`src/rtl/id_ex_stage.sv`:
```
// ID/EX pipeline register with operand forwarding and load-use bubble insertion.
// Optional feature macro: ID_EX_FORWARDING_EN (EX/MEM and MEM/WB bypass paths).
module id_ex_stage #(
    parameter int unsigned XLEN = 32
) (
    input  logic            clk,
    input  logic            reset_n,
    input  logic            stall,
    input  logic            flush,
    input  logic            id_valid,
    input  logic [4:0]      id_rs1_addr,
    input  logic [4:0]      id_rs2_addr,
    input  logic [4:0]      id_rd_addr,
    input  logic [XLEN-1:0] id_rs1_data,
    input  logic [XLEN-1:0] id_rs2_data,
    input  logic [XLEN-1:0] id_imm,
    input  logic            id_alu_src,
    input  logic [3:0]      id_alu_ctrl,
    input  logic [3:0]      id_ctrl,
    input  logic [4:0]      exm_rd_addr,
    input  logic            exm_reg_write,
    input  logic [XLEN-1:0] exm_result,
    input  logic [4:0]      mwb_rd_addr,
    input  logic            mwb_reg_write,
    input  logic [XLEN-1:0] mwb_result,
    output logic            ex_valid,
    output logic [XLEN-1:0] alu_a,
    output logic [XLEN-1:0] alu_b,
    output logic [3:0]      alu_ctrl,
    output logic [XLEN-1:0] ex_store_data,
    output logic [4:0]      ex_rd_addr,
    output logic [3:0]      ex_ctrl,
    output logic            hazard_stall
);

    localparam logic [3:0] ALU_ADD = 4'b0010;

    logic            valid_q,    valid_d;
    logic [4:0]      rs1_q,      rs1_d;
    logic [4:0]      rs2_q,      rs2_d;
    logic [4:0]      rd_q,       rd_d;
    logic [XLEN-1:0] rs1_data_q, rs1_data_d;
    logic [XLEN-1:0] rs2_data_q, rs2_data_d;
    logic [XLEN-1:0] imm_q,      imm_d;
    logic            alu_src_q,  alu_src_d;
    logic [3:0]      alu_ctrl_q, alu_ctrl_d;
    logic [3:0]      ctrl_q,     ctrl_d;

    logic [XLEN-1:0] rs1_fwd;
    logic [XLEN-1:0] rs2_fwd;
    logic            load_use;

    always_comb begin
        valid_d    = valid_q;
        rs1_d      = rs1_q;
        rs2_d      = rs2_q;
        rd_d       = rd_q;
        rs1_data_d = rs1_data_q;
        rs2_data_d = rs2_data_q;
        imm_d      = imm_q;
        alu_src_d  = alu_src_q;
        alu_ctrl_d = alu_ctrl_q;
        ctrl_d     = ctrl_q;
        if (flush || (!stall && hazard_stall)) begin
            valid_d    = 1'b0;
            rs1_d      = '0;
            rs2_d      = '0;
            rd_d       = '0;
            rs1_data_d = '0;
            rs2_data_d = '0;
            imm_d      = '0;
            alu_src_d  = 1'b0;
            alu_ctrl_d = ALU_ADD;
            ctrl_d     = '0;
        end else if (!stall) begin
            valid_d    = id_valid;
            rs1_d      = id_rs1_addr;
            rs2_d      = id_rs2_addr;
            rd_d       = id_rd_addr;
            rs1_data_d = id_rs1_data;
            rs2_data_d = id_rs2_data;
            imm_d      = id_imm;
            alu_src_d  = id_alu_src;
            alu_ctrl_d = id_alu_ctrl;
            ctrl_d     = id_ctrl;
        end
    end

    always_ff @(posedge clk or negedge reset_n) begin
        if (!reset_n) begin
            valid_q    <= 1'b0;
            rs1_q      <= '0;
            rs2_q      <= '0;
            rd_q       <= '0;
            rs1_data_q <= '0;
            rs2_data_q <= '0;
            imm_q      <= '0;
            alu_src_q  <= 1'b0;
            alu_ctrl_q <= '0;
            ctrl_q     <= '0;
        end else begin
            valid_q    <= valid_d;
            rs1_q      <= rs1_d;
            rs2_q      <= rs2_d;
            rd_q       <= rd_d;
            rs1_data_q <= rs1_data_d;
            rs2_data_q <= rs2_data_d;
            imm_q      <= imm_d;
            alu_src_q  <= alu_src_d;
            alu_ctrl_q <= alu_ctrl_d;
            ctrl_q     <= ctrl_d;
        end
    end

    // ctrl_q[1] is mem_read, ctrl_q[0] is reg_write
    assign load_use = id_valid & valid_q & ctrl_q[1] & (rd_q != '0) &
                      ((rd_q == id_rs1_addr) | (rd_q == id_rs2_addr));

`ifdef ID_EX_FORWARDING_EN
    always_comb begin
        rs1_fwd = rs1_data_q;
        rs2_fwd = rs2_data_q;
        if (rs1_q != '0) begin
            if (exm_reg_write && (exm_rd_addr == rs1_q))
                rs1_fwd = exm_result;
            else if (mwb_reg_write && (mwb_rd_addr == rs1_q))
                rs1_fwd = mwb_result;
        end
        if (rs2_q != '0) begin
            if (exm_reg_write && (exm_rd_addr == rs2_q))
                rs2_fwd = exm_result;
            else if (mwb_reg_write && (mwb_rd_addr == rs2_q))
                rs2_fwd = mwb_result;
        end
    end

    assign hazard_stall = load_use;
`else
    function automatic logic raw_dep(input logic [4:0] a, input logic ex_wr,
                                     input logic [4:0] ex_rd, input logic exm_wr,
                                     input logic [4:0] exm_rd);
        return (a != '0) && ((ex_wr && (ex_rd == a)) || (exm_wr && (exm_rd == a)));
    endfunction

    logic ex_writes;
    logic unused_bypass;

    assign ex_writes = valid_q & ctrl_q[0];
    assign rs1_fwd   = rs1_data_q;
    assign rs2_fwd   = rs2_data_q;

    // Without bypass paths, any in-flight producer ahead of write-back must drain first
    assign hazard_stall = load_use |
        (id_valid & (raw_dep(id_rs1_addr, ex_writes, rd_q, exm_reg_write, exm_rd_addr) |
                     raw_dep(id_rs2_addr, ex_writes, rd_q, exm_reg_write, exm_rd_addr)));

    assign unused_bypass = ^{exm_result, mwb_rd_addr, mwb_reg_write, mwb_result, rs1_q, rs2_q};
`endif

    assign ex_valid      = valid_q;
    assign alu_a         = rs1_fwd;
    assign ex_store_data = rs2_fwd;
    assign alu_b         = alu_src_q ? imm_q : rs2_fwd;
    assign alu_ctrl      = alu_ctrl_q;
    assign ex_rd_addr    = rd_q;
    assign ex_ctrl       = ctrl_q;

endmodule

```
`config.mk`:
```
export PLATFORM = sky130hd
export DESIGN_NAME = id_ex_stage
export DESIGN_NICKNAME = d
export VERILOG_FILES = /design/src/rtl/id_ex_stage.sv
export SDC_FILE = /design/constraint.sdc
export NUM_CORES = 1
export LEC_CHECK = 0
export CAP_MARGIN = 20
export CORE_AREA = 2 2 122 124
export DETAILED_ROUTE_END_ITERATION = 16
export DIE_AREA = 0 0 124 126
export PLACE_DENSITY_LB_ADDON = 0.1
export SYNTH_ARGS = -nofsm -noshare
export SYNTH_HDL_FRONTEND = slang
export SYNTH_SLANG_ARGS = --single-unit
```
`constraint.sdc`:
```
create_clock -name clk -period 2.05 [get_ports clk]
set_input_delay 0.41 -clock clk [delete_from_list [all_inputs] [get_ports clk]]
set_output_delay 0.41 -clock clk [all_outputs]
set_load 0.01 [all_outputs]
```
==> results.md <==
| Item | Reported |
|:---|:---|
| Maximum clock rate | 437 MHz |
| DR DRC count | 0 |
| Transition at the pin with the smallest max-transition slack | 0.564 ns |
| Drt total wl | 15900 um |
| Clock Root Buffer | clkbuf_16 |
| Leakage | 3.79 nW |
| Number of distinct library cell variants in the gate-level netlist after synthesis | 24 |
| Ratio of routed vias to standard cells | 5.03 |
| Class of the tightest hold or removal check | in2async |
| Number of buffers between clock root and the deepest sink | 2 |
| Width of the die | 124 um |
| Sequential cell area fraction in the yosys report | 58.5% |
| Post-route ant nets | 0 |
| Net count, final | 824 |
| Clock sink count | 111 |
| Slew Limit Headroom | 62.4% |
| CP peak stage delay | 0.53 ns |
| Pin count of the biggest net entering global routing | 79 |
| Cell chain of the critical path | buf_6 > or4_4 > o211ai_1 > o22ai_2 > a221oi_4 > a21oi_2 > buf_2 |
| Hold Buf Count CTS | 0 |
| I/O pin total | 312 |
| Deepest level of the CTS H-tree | 3 |
| Quantity of I/O buffers inserted on ports | 241 |
| Final Hold Violating Endpoints | 0 |
| Total number of yosys warnings | 0 |
| Outcome | finished, violations left |
| Height of the chip | 126 um |
| Slew Viols, Final | 0 |
| Post-layout utilization of the core | 58.2% |
| Post-Synthesis Net Count | 535 |
| Flip-flop and latch count after synthesis | 111 |
| Worst Setup Path Type | in2out |
| Cell type of the slowest stage on the worst timing path | or4_4 |
| Worst supply voltage drop on vdd | 0.441 mV |
| Clock Skews | 0.0101 ns |
| Gate count of the mapped netlist | 334 |
| Number of search-and-repair iterations in the first detailed-routing pass | 4 |
| Highest-count cells in the layout ignoring fill and taps | clkdlybuf4s50_1 (193), a22o_1 (109), dfrtp_1 (107), buf_4 (28) |
| Count of maximum capacitance violations | 0 |
| Count of standard-cell rows | 44 |
| Ratio of total power to cell area | 682 mW/mm2 |
| Vias after detailed routing | 4090 |
| Syn avg cell area | 14.2 um2 |
| Clock insertion delay at the later pin of the skew report | 0.35 ns |
| Number of clock buffers inserted by TritonCTS | 9 |
| CP max FO | 2 |
| Synthesis-to-finish area growth | 75.6% |
| Kind of capture point of the worst setup path | output port |
| Post-route setup slack | -0.241 ns |
| Violations in the final reports | setup timing |
| Required time of the critical path | 1.64 ns |
| Min Clock Period, post-route | 2.29 ns |
| Setup violation total in the final timing report | 112 |
| Per-cell routed wire length | 19.6 um |
| Fraction of final layout cells sized beyond drive strength 1 | 27.7% |
| TritonCTS clock tree | done |
| Std-Cell Core Area | 0.0143 mm2 |
| Worst reg2reg path depth | 10 |
| Full die area | 0.0156 mm2 |
| Global-route congestion overflow total | 0 |
| Unrepaired setup endpoints after global routing | yes |
| Clock Pin Slew Worst Setup and Hold Paths | 0.07 ns |
| Global-route wire length before repair | 23700 um |
| Total global-route track usage | 19.9% |
| Final GP Congestion | 0.764 |
| Starting density of the core | 33.1% |
| Number of gates on the worst path with buffers counted | 7 |
| Summed instance area of the synthesized netlist | 0.00474 mm2 |
| Kind of launch point of the worst setup path | input port |
| Number of global-route vias before repair | 4394 |
| Crit path max-delay family | compound AO/OA/AOI/OAI gates |
| HPWL after DPL | 10100 um |
| Count of buffering cells on the critical path with inverters included | 2 |
| Initial antenna violation count | 1 |
| Most common cell after layout, fill and taps aside | clkdlybuf4s50_1 |
| CP arrival | 1.88 ns |
| Post-route clock period utilization | 112% |
| Final TNS setup | -16.20 ns |
| 1st-iter DRT viols | 164 |
==> worst paths after layout <==
path                                            from  slack, ns                         to
max                                   id_rs2_addr[4]      -0.24               hazard_stall
min                                          reset_n       0.03       imm_q[0]$_DFFE_PN0P_
max reg2reg                ex_rd_addr[1]$_DFFE_PN0P_      -0.17      alu_a[30]$_DFFE_PN0P_
min reg2reg                    imm_q[13]$_DFFE_PN0P_       0.50      imm_q[13]$_DFFE_PN0P_
max in group asynchronous                    reset_n       1.36  ex_rd_addr[1]$_DFFE_PN0P_
min in group clk               imm_q[13]$_DFFE_PN0P_       0.50      imm_q[13]$_DFFE_PN0P_
==> report_power, final <==
group | internal [W] | switching (W) | total [W]
logic | 0.000950 | 0.000577 | 0.00153
clock network | 0.000839 | 0.000828 | 0.00167
registers | 0.00236 | 0.000125 | 0.00249
total | 0.00415 | 0.00153 | 0.00568
==> sequential cells by signal, indices dropped and copies added, names as in the netlist <==
name / flops
ex_valid: 1
imm_q: 32
alu_a: 32
alu_src_q: 1
ex_store_data: 32
ex_rd_addr: 5
ex_ctrl: 4
alu_ctrl: 4
==> cell families (layout without fill, tap and decap cells) <==
family,after synthesis,count (layout),synth area share [%]
multiplexers,32,32,7.60
AND/OR/NAND/NOR,23,23,2.37
other,0,1,0
buffers and inverters,30,323,6.17
XOR/XNOR,20,20,3.69
flip-flops,111,111,58.5
AO/OA/AOI/OAI,118,119,21.6
==> repair_timing <==
action / 4_1_cts / 5_1_grt
setup endpoints to repair: 144 / 128
pin swaps: 13 / 18
setup buffers: 13 / 9
cloned: 12 / 5
resized for setup: 130 / 73
==> cell usage after synthesis <==
cell type	count	area, um2
a21oi_1	2	10.0
a221oi_2	1	15.0
a22o_1	109	955
a31o_2	1	8.76
buf_12	11	220
buf_2	1	5.00
clkbuf_1	16	60.1
dfrtp_1	111	2780
inv_1	2	7.51
mux2_2	32	360
nand2_1	4	15.0
nand3_1	2	10.0
nand4_1	2	12.5
nor2_1	7	26.3
nor2b_1	2	12.5
nor3_1	3	15.0
o2111ai_1	1	8.76
o211ai_1	2	15.0
o22ai_1	1	6.26
o31ai_1	1	7.51
or2_2	1	6.26
or4_1	2	15.0
xnor2_1	16	140
xor2_1	4	35.0
==> worst register-to-register path: stages, from the launching register on <==
cell and delay (ns):
dfrtp_2 0.45, xnor2_2 0.18, nand3_1 0.10, nor3_2 0.13, buf_4 0.16, o2111ai_4 0.15
buf_6 0.16, buf_6 0.11, a31o_4 0.32, clkbuf_16 0.19, a22o_1 0.18
==> metrics by stage <==
step / power [W] / area, um2 / hold slack [ns] / cells / setup WS (ns)
floorplan: 0.00304 / 4750 / 0.114 / 334 / -0.0530
global placement: 0.00385 / 7480 / 0.439 / 762 / -0.893
detailed placement: 0.00386 / 7480 / 0.432 / 762 / -0.946
CTS: 0.00570 / 8190 / 0.0537 / 801 / -0.249
global route: 0.00596 / 8330 / 0.0635 / 812 / -0.277
finish: 0.00568 / 8330 / 0.0289 / 813 / -0.241
==> metal layers <==
metal / track usage (%) / share of wire [%] / vias up
met4: 4.96 / 1.6 / 0
met1: 24.1 / 40 / 2046
met2: 33.7 / 50 / 158
met5: 0 / 0 / -
met3: 6.88 / 8.4 / 20
li1: - / - / 1866
==> cell type report <==
cell class,instances,area (um2)
multi-input cells,194,1830
well taps,184,230
repair buffers,305,3200
clock buffers,9,225
clock inverters,7,52.6
flip-flops and latches,111,2780
fillers,1234,5980
inverters,2,7.51
diodes,1,2.50
(Power assumes the default switching activity.)
